### src/rtl/mux_nto1_reg_pkg.sv
// Shared defaults, mode encoding and select-width helper for the registered N-to-1 mux.
package mux_nto1_reg_pkg;

    localparam int DEF_WIDTH    = 4;
    localparam int DEF_CHANNELS = 4;
    localparam int DEF_DWELL    = 3;

    typedef enum logic {
        MODE_MANUAL = 1'b0,
        MODE_AUTO   = 1'b1
    } mode_e;

    // Ceiling log2, never below 1 so that a 1-entry range still gets a real bit.
    function automatic int mux_clog2(input int n);
        int r;
        r = 0;
        while ((1 << r) < n) r++;
        return (r < 1) ? 1 : r;
    endfunction

endpackage

### src/rtl/mux_nto1_reg_scan_ctr.sv
// Auto-scan dwell counter with clear and terminal count, plus the modulo-CHANNELS select incrementer.
module mux_scan_ctr
    import mux_nto1_reg_pkg::*;
#(
    parameter int DWELL    = DEF_DWELL,
    parameter int CHANNELS = DEF_CHANNELS,
    parameter int SEL_W    = mux_clog2(CHANNELS)
) (
    input  logic             clk_i,
    input  logic             rst_ni,
    input  logic             en_i,
    input  logic             clr_i,
    output logic             tc_o,
    input  logic [SEL_W-1:0] sel_i,
    output logic [SEL_W-1:0] sel_inc_o
);

    localparam int CNT_W = mux_clog2(DWELL);

    logic [CNT_W-1:0] cnt_q;
    logic [CNT_W-1:0] cnt_d;

    assign tc_o = (cnt_q == CNT_W'(DWELL - 1));

    always_comb begin
        cnt_d = cnt_q;
        if (clr_i || tc_o) begin
            cnt_d = '0;
        end else begin
            cnt_d = cnt_q + 1'b1;
        end
    end

    always_ff @(posedge clk_i or negedge rst_ni) begin
        if (!rst_ni) begin
            cnt_q <= '0;
        end else if (en_i) begin
            cnt_q <= cnt_d;
        end
    end

    // Wrap is compared against CHANNELS-1 so non-power-of-two channel counts skip unused codes.
    assign sel_inc_o = (sel_i == SEL_W'(CHANNELS - 1)) ? '0 : sel_i + 1'b1;

endmodule

### src/rtl/mux_nto1_reg.sv
// Registered N-to-1 mux with range-checked select register and auto-scan mode.
// Optional macro MUX_BREAK_BEFORE_MAKE_EN inserts one blanking cycle after each select change.
module mux_nto1_reg
    import mux_nto1_reg_pkg::*;
#(
    parameter int WIDTH    = DEF_WIDTH,
    parameter int CHANNELS = DEF_CHANNELS,
    parameter int DWELL    = DEF_DWELL,
    parameter int SEL_W    = mux_clog2(CHANNELS)
) (
    input  logic                      clk_i,
    input  logic                      rst_ni,
    input  logic                      en_i,
    input  logic                      auto_i,
    input  logic                      sel_load_i,
    input  logic [SEL_W-1:0]          sel_i,
    input  logic [CHANNELS*WIDTH-1:0] d_i,
    output logic [WIDTH-1:0]          out_o,
    output logic                      out_valid_o,
    output logic [SEL_W-1:0]          sel_active_o,
    output logic                      err_o
);

    mode_e              mode;
    logic [WIDTH-1:0]   chan [CHANNELS];
    logic [SEL_W-1:0]   sel_q;
    logic [SEL_W-1:0]   sel_d;
    logic [SEL_W-1:0]   sel_inc;
    logic [WIDTH-1:0]   out_q;
    logic               valid_q;
    logic               err_q;
    logic               err_d;
    logic               load_ok;
    logic               advance;
    logic               tc;

    genvar gi;
    generate
        for (gi = 0; gi < CHANNELS; gi++) begin : g_chan
            assign chan[gi] = d_i[gi*WIDTH +: WIDTH];
        end
    endgenerate

    assign mode    = auto_i ? MODE_AUTO : MODE_MANUAL;
    assign load_ok = sel_load_i && ({1'b0, sel_i} < (SEL_W + 1)'(CHANNELS));
    // A valid load wins over auto-advance; an invalid one leaves the scan untouched.
    assign advance = (mode == MODE_AUTO) && !load_ok && tc;
    assign err_d   = sel_load_i && !load_ok;

    always_comb begin
        sel_d = sel_q;
        if (load_ok) begin
            sel_d = sel_i;
        end else if (advance) begin
            sel_d = sel_inc;
        end
    end

    mux_scan_ctr #(
        .DWELL    (DWELL),
        .CHANNELS (CHANNELS),
        .SEL_W    (SEL_W)
    ) u_scan_ctr (
        .clk_i     (clk_i),
        .rst_ni    (rst_ni),
        .en_i      (en_i),
        .clr_i     ((mode == MODE_MANUAL) || load_ok),
        .tc_o      (tc),
        .sel_i     (sel_q),
        .sel_inc_o (sel_inc)
    );

`ifdef MUX_BREAK_BEFORE_MAKE_EN
    logic blank_q;

    always_ff @(posedge clk_i or negedge rst_ni) begin
        if (!rst_ni) begin
            sel_q   <= '0;
            out_q   <= '0;
            valid_q <= 1'b0;
            err_q   <= 1'b0;
            blank_q <= 1'b0;
        end else if (!en_i) begin
            valid_q <= 1'b0;
            err_q   <= 1'b0;
        end else begin
            sel_q   <= sel_d;
            err_q   <= err_d;
            blank_q <= (sel_d != sel_q);
            if (blank_q) begin
                out_q   <= '0;
                valid_q <= 1'b0;
            end else begin
                out_q   <= chan[sel_q];
                valid_q <= 1'b1;
            end
        end
    end
`else
    always_ff @(posedge clk_i or negedge rst_ni) begin
        if (!rst_ni) begin
            sel_q   <= '0;
            out_q   <= '0;
            valid_q <= 1'b0;
            err_q   <= 1'b0;
        end else if (!en_i) begin
            valid_q <= 1'b0;
            err_q   <= 1'b0;
        end else begin
            sel_q   <= sel_d;
            err_q   <= err_d;
            out_q   <= chan[sel_q];
            valid_q <= 1'b1;
        end
    end
`endif

    assign out_o        = out_q;
    assign out_valid_o  = valid_q;
    assign sel_active_o = sel_q;
    assign err_o        = err_q;

endmodule

### config.mk
export PLATFORM = sky130hd
export DESIGN_NAME = mux_nto1_reg
export DESIGN_NICKNAME = d
export VERILOG_FILES = /design/src/rtl/mux_nto1_reg_pkg.sv /design/src/rtl/mux_nto1_reg_scan_ctr.sv /design/src/rtl/mux_nto1_reg.sv
export SDC_FILE = /design/constraint.sdc
export NUM_CORES = 1
export LEC_CHECK = 0
export BUFFER_PORTS_ARGS = -buffer_cell sky130_fd_sc_hd__buf_2
export CAP_MARGIN = 20
export CORE_MARGIN = 2
export CORE_UTILIZATION = 37
export CTS_CLUSTER_DIAMETER = 40
export DETAILED_ROUTE_END_ITERATION = 12
export PLACE_DENSITY_LB_ADDON = 0.25
export SLEW_MARGIN = 20
export SYNTH_ARGS = -nofsm -noshare
export SYNTH_HDL_FRONTEND = slang
export SYNTH_HIERARCHICAL = 1
export SYNTH_SLANG_ARGS = --single-unit
### constraint.sdc
create_clock -name clk_i -period 1.25 [get_ports clk_i]
set_clock_uncertainty 0.15 [all_clocks]
set_input_delay 0.375 -clock clk_i [delete_from_list [all_inputs] [get_ports clk_i]]
set_output_delay 0.375 -clock clk_i [all_outputs]
set_load 0.005 [all_outputs]
-- Word-level counts from Yosys, hierarchy flattened
Cells that the tools add are included.
- register bits after elaboration: 9
- memories kept: 0
- bits in latches: 0
- input bits: 23
- ROM bits: 0
- RAM bits: 0
- add/subtract/negate cells: 2
- bitwise logic cells: 2
- divide/modulo/power cells: 0
- shift operators: 0
- multiplexer cells: 9
- multiply operators: 0
- eq/ne operators: 2
- reduce and logical (&&, ||, !) cells: 7
- $lt $le $gt $ge: 1
- operator list (cell ; number):
    $bmux W4 S2 ; 1
    $mux W2 ; 4
    $mux W4 ; 2
    $add A2 B1 Y2 const B ; 2
    $eq A2 B2 Y1 const B ; 2
    $ge A3 B3 Y1 const B ; 1
    $not A2 Y3 ; 1
    $logic_and A1 B1 Y1 ; 2
    $logic_or A1 B1 Y1 ; 2
    $mux W1 ; 2
    $reduce_and A2 Y1 ; 1
    $reduce_bool A2 Y1 ; 1
    $logic_not A1 Y1 ; 1
    $not A1 Y1 ; 1

-- Logic depth before layout (Yosys ltp)
- word-level depth: 5
- gate-level depth with buffers: 5
- mapped depth without buffers: 5

-- Modules after synthesis
Netlist, hierarchy kept.
- modules (own cells, without submodules) (module ; cells an instance ; area an instance (um2) ; instances ; seq. area each (um2)):
    mux_nto1_reg ; 41 ; 435.4 ; 1 ; 175.2
    mux_scan_ctr ; 10 ; 113.9 ; 1 ; 50.0

-- Worst setup path before layout
OpenSTA, ideal clock, no wires.
- kind: register to register
- from: reg u_scan_ctr.cnt_q[0]
- to: reg u_scan_ctr.cnt_q[0]
- data arrival time: 1108 ps
- path slack: -91 ps
- clock period less this slack: 1341 ps
- stages on the path, launching flop included: 5
- path through: dfrtp_1 inv_1 ha_1 or4b_1 o21ai_0
- word-level cells in the longest chain between the ends: 3
- RTL lines (element ; RTL line ; RTL):
    start, declared ; mux_nto1_reg_scan_ctr.sv:20 ; logic [CNT_W-1:0] cnt_q;
    start signal, assigned ; mux_nto1_reg_scan_ctr.sv:38 ; cnt_q <= cnt_d;
    $eq A2 B2 Y1 ; mux_nto1_reg_scan_ctr.sv:23 ; assign tc_o = (cnt_q == CNT_W'(DWELL - 1));
    net tc ; mux_nto1_reg.sv:35 ; logic tc;
    $logic_or A1 B1 Y1 ; mux_nto1_reg_scan_ctr.sv:27 ; if (clr_i || tc_o) begin
    $mux W2 ; mux_nto1_reg_scan_ctr.sv:27 ;
The timed path passes the listed nets, and every way through them passes these cells.
A chain may end at the register's enable or synchronous reset.

-- Worst setup path in the final report
- from: reg sel_q[0] (netlist: sel_active_o[0])
- to: out sel_active_o[0]
- RTL lines (element ; RTL line ; RTL):
    start, declared ; mux_nto1_reg.sv:26 ; logic [SEL_W-1:0] sel_q;
    start signal, assigned ; mux_nto1_reg.sv:110 ; sel_q <= sel_d;
    end, declared ; mux_nto1_reg.sv:20 ; output logic [SEL_W-1:0] sel_active_o,
No word-level cell between the ends.

==> key figures <==
Outcome
  – Outcome: finished with violations
  – Failing checks: setup timing

STA
  – Setup TNS: -1.05 ns
  – Unrepaired setup endpoints after global routing: true
  – Tmin final: 1.41 ns
  – Setup ws final: -0.162 ns
  – Final setup fails: 13
  – Final Cycle Share: 1.13
  – Final hold violations: 0
  – Final Max Slew Viols: 0
  – Fmax: 708 MHz

Cells and area
  – Diodes inserted: 0
  – Most frequent cells in the layout: buf_2 (28), dfrtp_1 (9), buf_4 (9)
  – FF/Latch Area: 225 µm²
  – Post-layout nets: 119
  – Fraction of final layout cells sized beyond drive strength 1: 0.591
  – Multi-input logic area: 329 µm²
  – # fillers: 124
  – Area delta synth->final: 55.6%
  – Commonest non-fill, non-tap cell in the layout: buf_2

Flow run
  – MaxCap Viol Count: 0

Logic synthesis
  – Synth Area in Compound Gates: 0.137
  – Post-synthesis cell type count: 22
  – Synthesis-stage register bit count: 9
  – YS warnings: 6
  – Sequential area share after synthesis: 0.410
  – Post-synthesis cell count: 51
  – Top-area cell type share of the netlist area: 0.410
  – Syn Nets: 76
  – Mux contribution to synthesized area: 0.239
  – Largest area contributor in the netlist: dfrtp_1
  – Synth Area per Inst: 10.8 µm²
  – Ranking of synthesized cells by area: dfrtp_1 (41%), mux2i_1 (11%), mux2_4 (11%), a21oi_1 (5.5%), ha_1 (4.6%)
  – Adder-Cell Fraction of Synth Area: 0.0456
  – Post-synthesis xor/xnor area fraction: 0
  – Simple-Gate Fraction of Synth Area: 0.112
  – Cell area after synthesis: 549 µm²
  – Largest family of logic cells by synthesized area: multiplexers

Routing
  – Wirelength, routed: 1.20 mm
  – Drt wl/cell: 11.1 µm
  – Via count: 523
  – Antenna Nets Post-Route: 0
  – DRC: 0
  – DRT Pass-1 Iters: 4
  – DRT iter0 DRCs: 8
  – Vias/cell: 4.84

Setup path
  – Worst setup EP type: primary output
  – Critical Path Start Type: flop
  – Critical Path RT: 0.73 ns
  – Reg2reg start: sel_active_o[0]
  – Worst R2R End: out_o[2]
  – Flop-to-flop setup slack: -0.15 ns
  – WS Path Type: flop to primary output
  – Worst Setup SP: sel_active_o[0]
  – Crit Path Max Fanout: 4
  – Critical path data arrival time: 0.89 ns
  – Worst R2R Path Depth: 5
  – Setup crit end: sel_active_o[0]

Hold path
  – Min-Delay Path Depth: 2
  – Hold WC Path Type: primary input to flop

Global route
  – Gr usage total: 0.153
  – Global-route wire length before repair: 2.13 mm
  – Met3 GRT Util: 0.0647
  – Largest net degree at the start of global routing: 11
  – Vias in the first global route: 555
  – GRT Residual Overflow: 0
  – GR Layer Usage met2: 0.286
  – GRT busiest layer: met2
  – Initial antenna violation count: 0
  – Met1 global-route usage: 0.161

Placed design
  – Post-Place Worst Slack: -0.141 ns
  – Port Buffers: 29
  – RePlAce Congestion: 0.700
  – DP HPWL: 886 µm

CTS
  – Cts bufs inserted: 3
  – CTS tree: done
  – Longest Clk Path Bufs: 2
  – Clk pin slew, worst setup/hold paths: 0.06 ns
  – CTS root buf: clkbuf_4
  – Latest clock arrival within the worst-skew pair: 0.26 ns
  – # clock sinks: 9
  – CTS H-Tree Depth: 1

Die
  – Chip height: 42.5 µm
  – Row Count: 13
  – Die width: 42.5 µm
  – # IOs: 31
  – Area of the die: 1810 µm²
  – Core Area: 1350 µm²
  – Initial Utilization: 0.407

Power and ir drop
  – VDD IR max: 0.750 mV
  – Pleak: 0.450 nW
  – Power Density: 1250 nW/µm²
  – Total power: 1.06 mW
## metrics by stage
stage	hold WS, ns	instances	utilization	cell area [µm²]
floorplan	-0.0706	51	-	567
CTS	0.181	108	0.629	850
detailed placement	0.0848	96	0.546	737
global placement	0.0843	96	0.546	737
finish	0.188	108	0.633	855
global route	0.210	108	0.633	855
## kinds of logic (layout without fill, tap and decap cells)
group                      count (synthesis)  count (layout)
AOI/OAI and AO/OA                         14              14
DFF                                        9               9
other                                      1               1
muxes                                     11              11
buffers and inverters                      4              46
and+or+nand+nor                           10              10
adders and majority gates                  2               2
## repair_timing
item                                    4_1_cts  5_1_grt
endpoints found under the setup margin       15       15
endpoints found under the hold margin         9        0
cloned                                        0        0
hold buffers                                  1        0
setup buffers                                 7        0
pin swaps                                     4        3
resized for setup                             6        1
## cell type report
| cell class | count | area share |
|---|---|---|
| repair buffers | 41 | 0.294 |
| well taps | 15 | 0.0220 |
| inverters | 1 | 0.00439 |
| multi-input cells | 38 | 0.385 |
| clock buffers | 4 | 0.0307 |
| flip-flops and latches | 9 | 0.264 |
## Yosys cell counts
cell and instances:
mux2i_1 6, o21ai_0 1, mux2_4 4, nand2_1 1, conb_1 1, nor2_1 1
a21oi_1 6, a31oi_1 2, dfrtp_1 9, inv_1 1, nor2b_1 4, or4b_1 1
buf_6 1, nor3_1 1, buf_2 1, o21ai_1 4, and2b_1 1, nand2b_1 1
mux2_2 1, ha_1 2, a21o_1 1, buf_4 1
## where the power goes
group          leakage, nW  internal [mW]  total, mW  switching (mW)
clock               0.0150          0.123      0.225           0.102
combinational        0.325          0.277      0.463           0.186
sequential           0.110          0.349      0.377          0.0284
total                0.450          0.749       1.06           0.315
## per-layer routing
layer | part of all wire | routed length (µm)
met5 | 0 | 0
met4 | 0 | 0
met2 | 0.54 | 643
met1 | 0.39 | 470
met3 | 0.070 | 84
## worst max-delay path, stage by stage (launching register included)
cell and delay, ns:
dfrtp_1 0.39, buf_6 0.13, buf_6 0.10
## worst min-delay path by stage
stage,startpoint,endpoint
final,en_i,u_scan_ctr/cnt_q[0]
after global routing,en_i,u_scan_ctr/cnt_q[0]
after CTS,en_i,u_scan_ctr/cnt_q[0]
after detailed placement,rst_ni,u_scan_ctr/cnt_q[0]
after global placement,rst_ni,u_scan_ctr/cnt_q[0]
after floorplan,rst_ni,out_o[0]
## registers in the layout (all words and copies together) (netlist names)
name,cells
out_o,4
out_valid_o,1
sel_active_o,2
u_scan_ctr/cnt_q,2
Note: power is estimated with default switching activity, not from simulation.
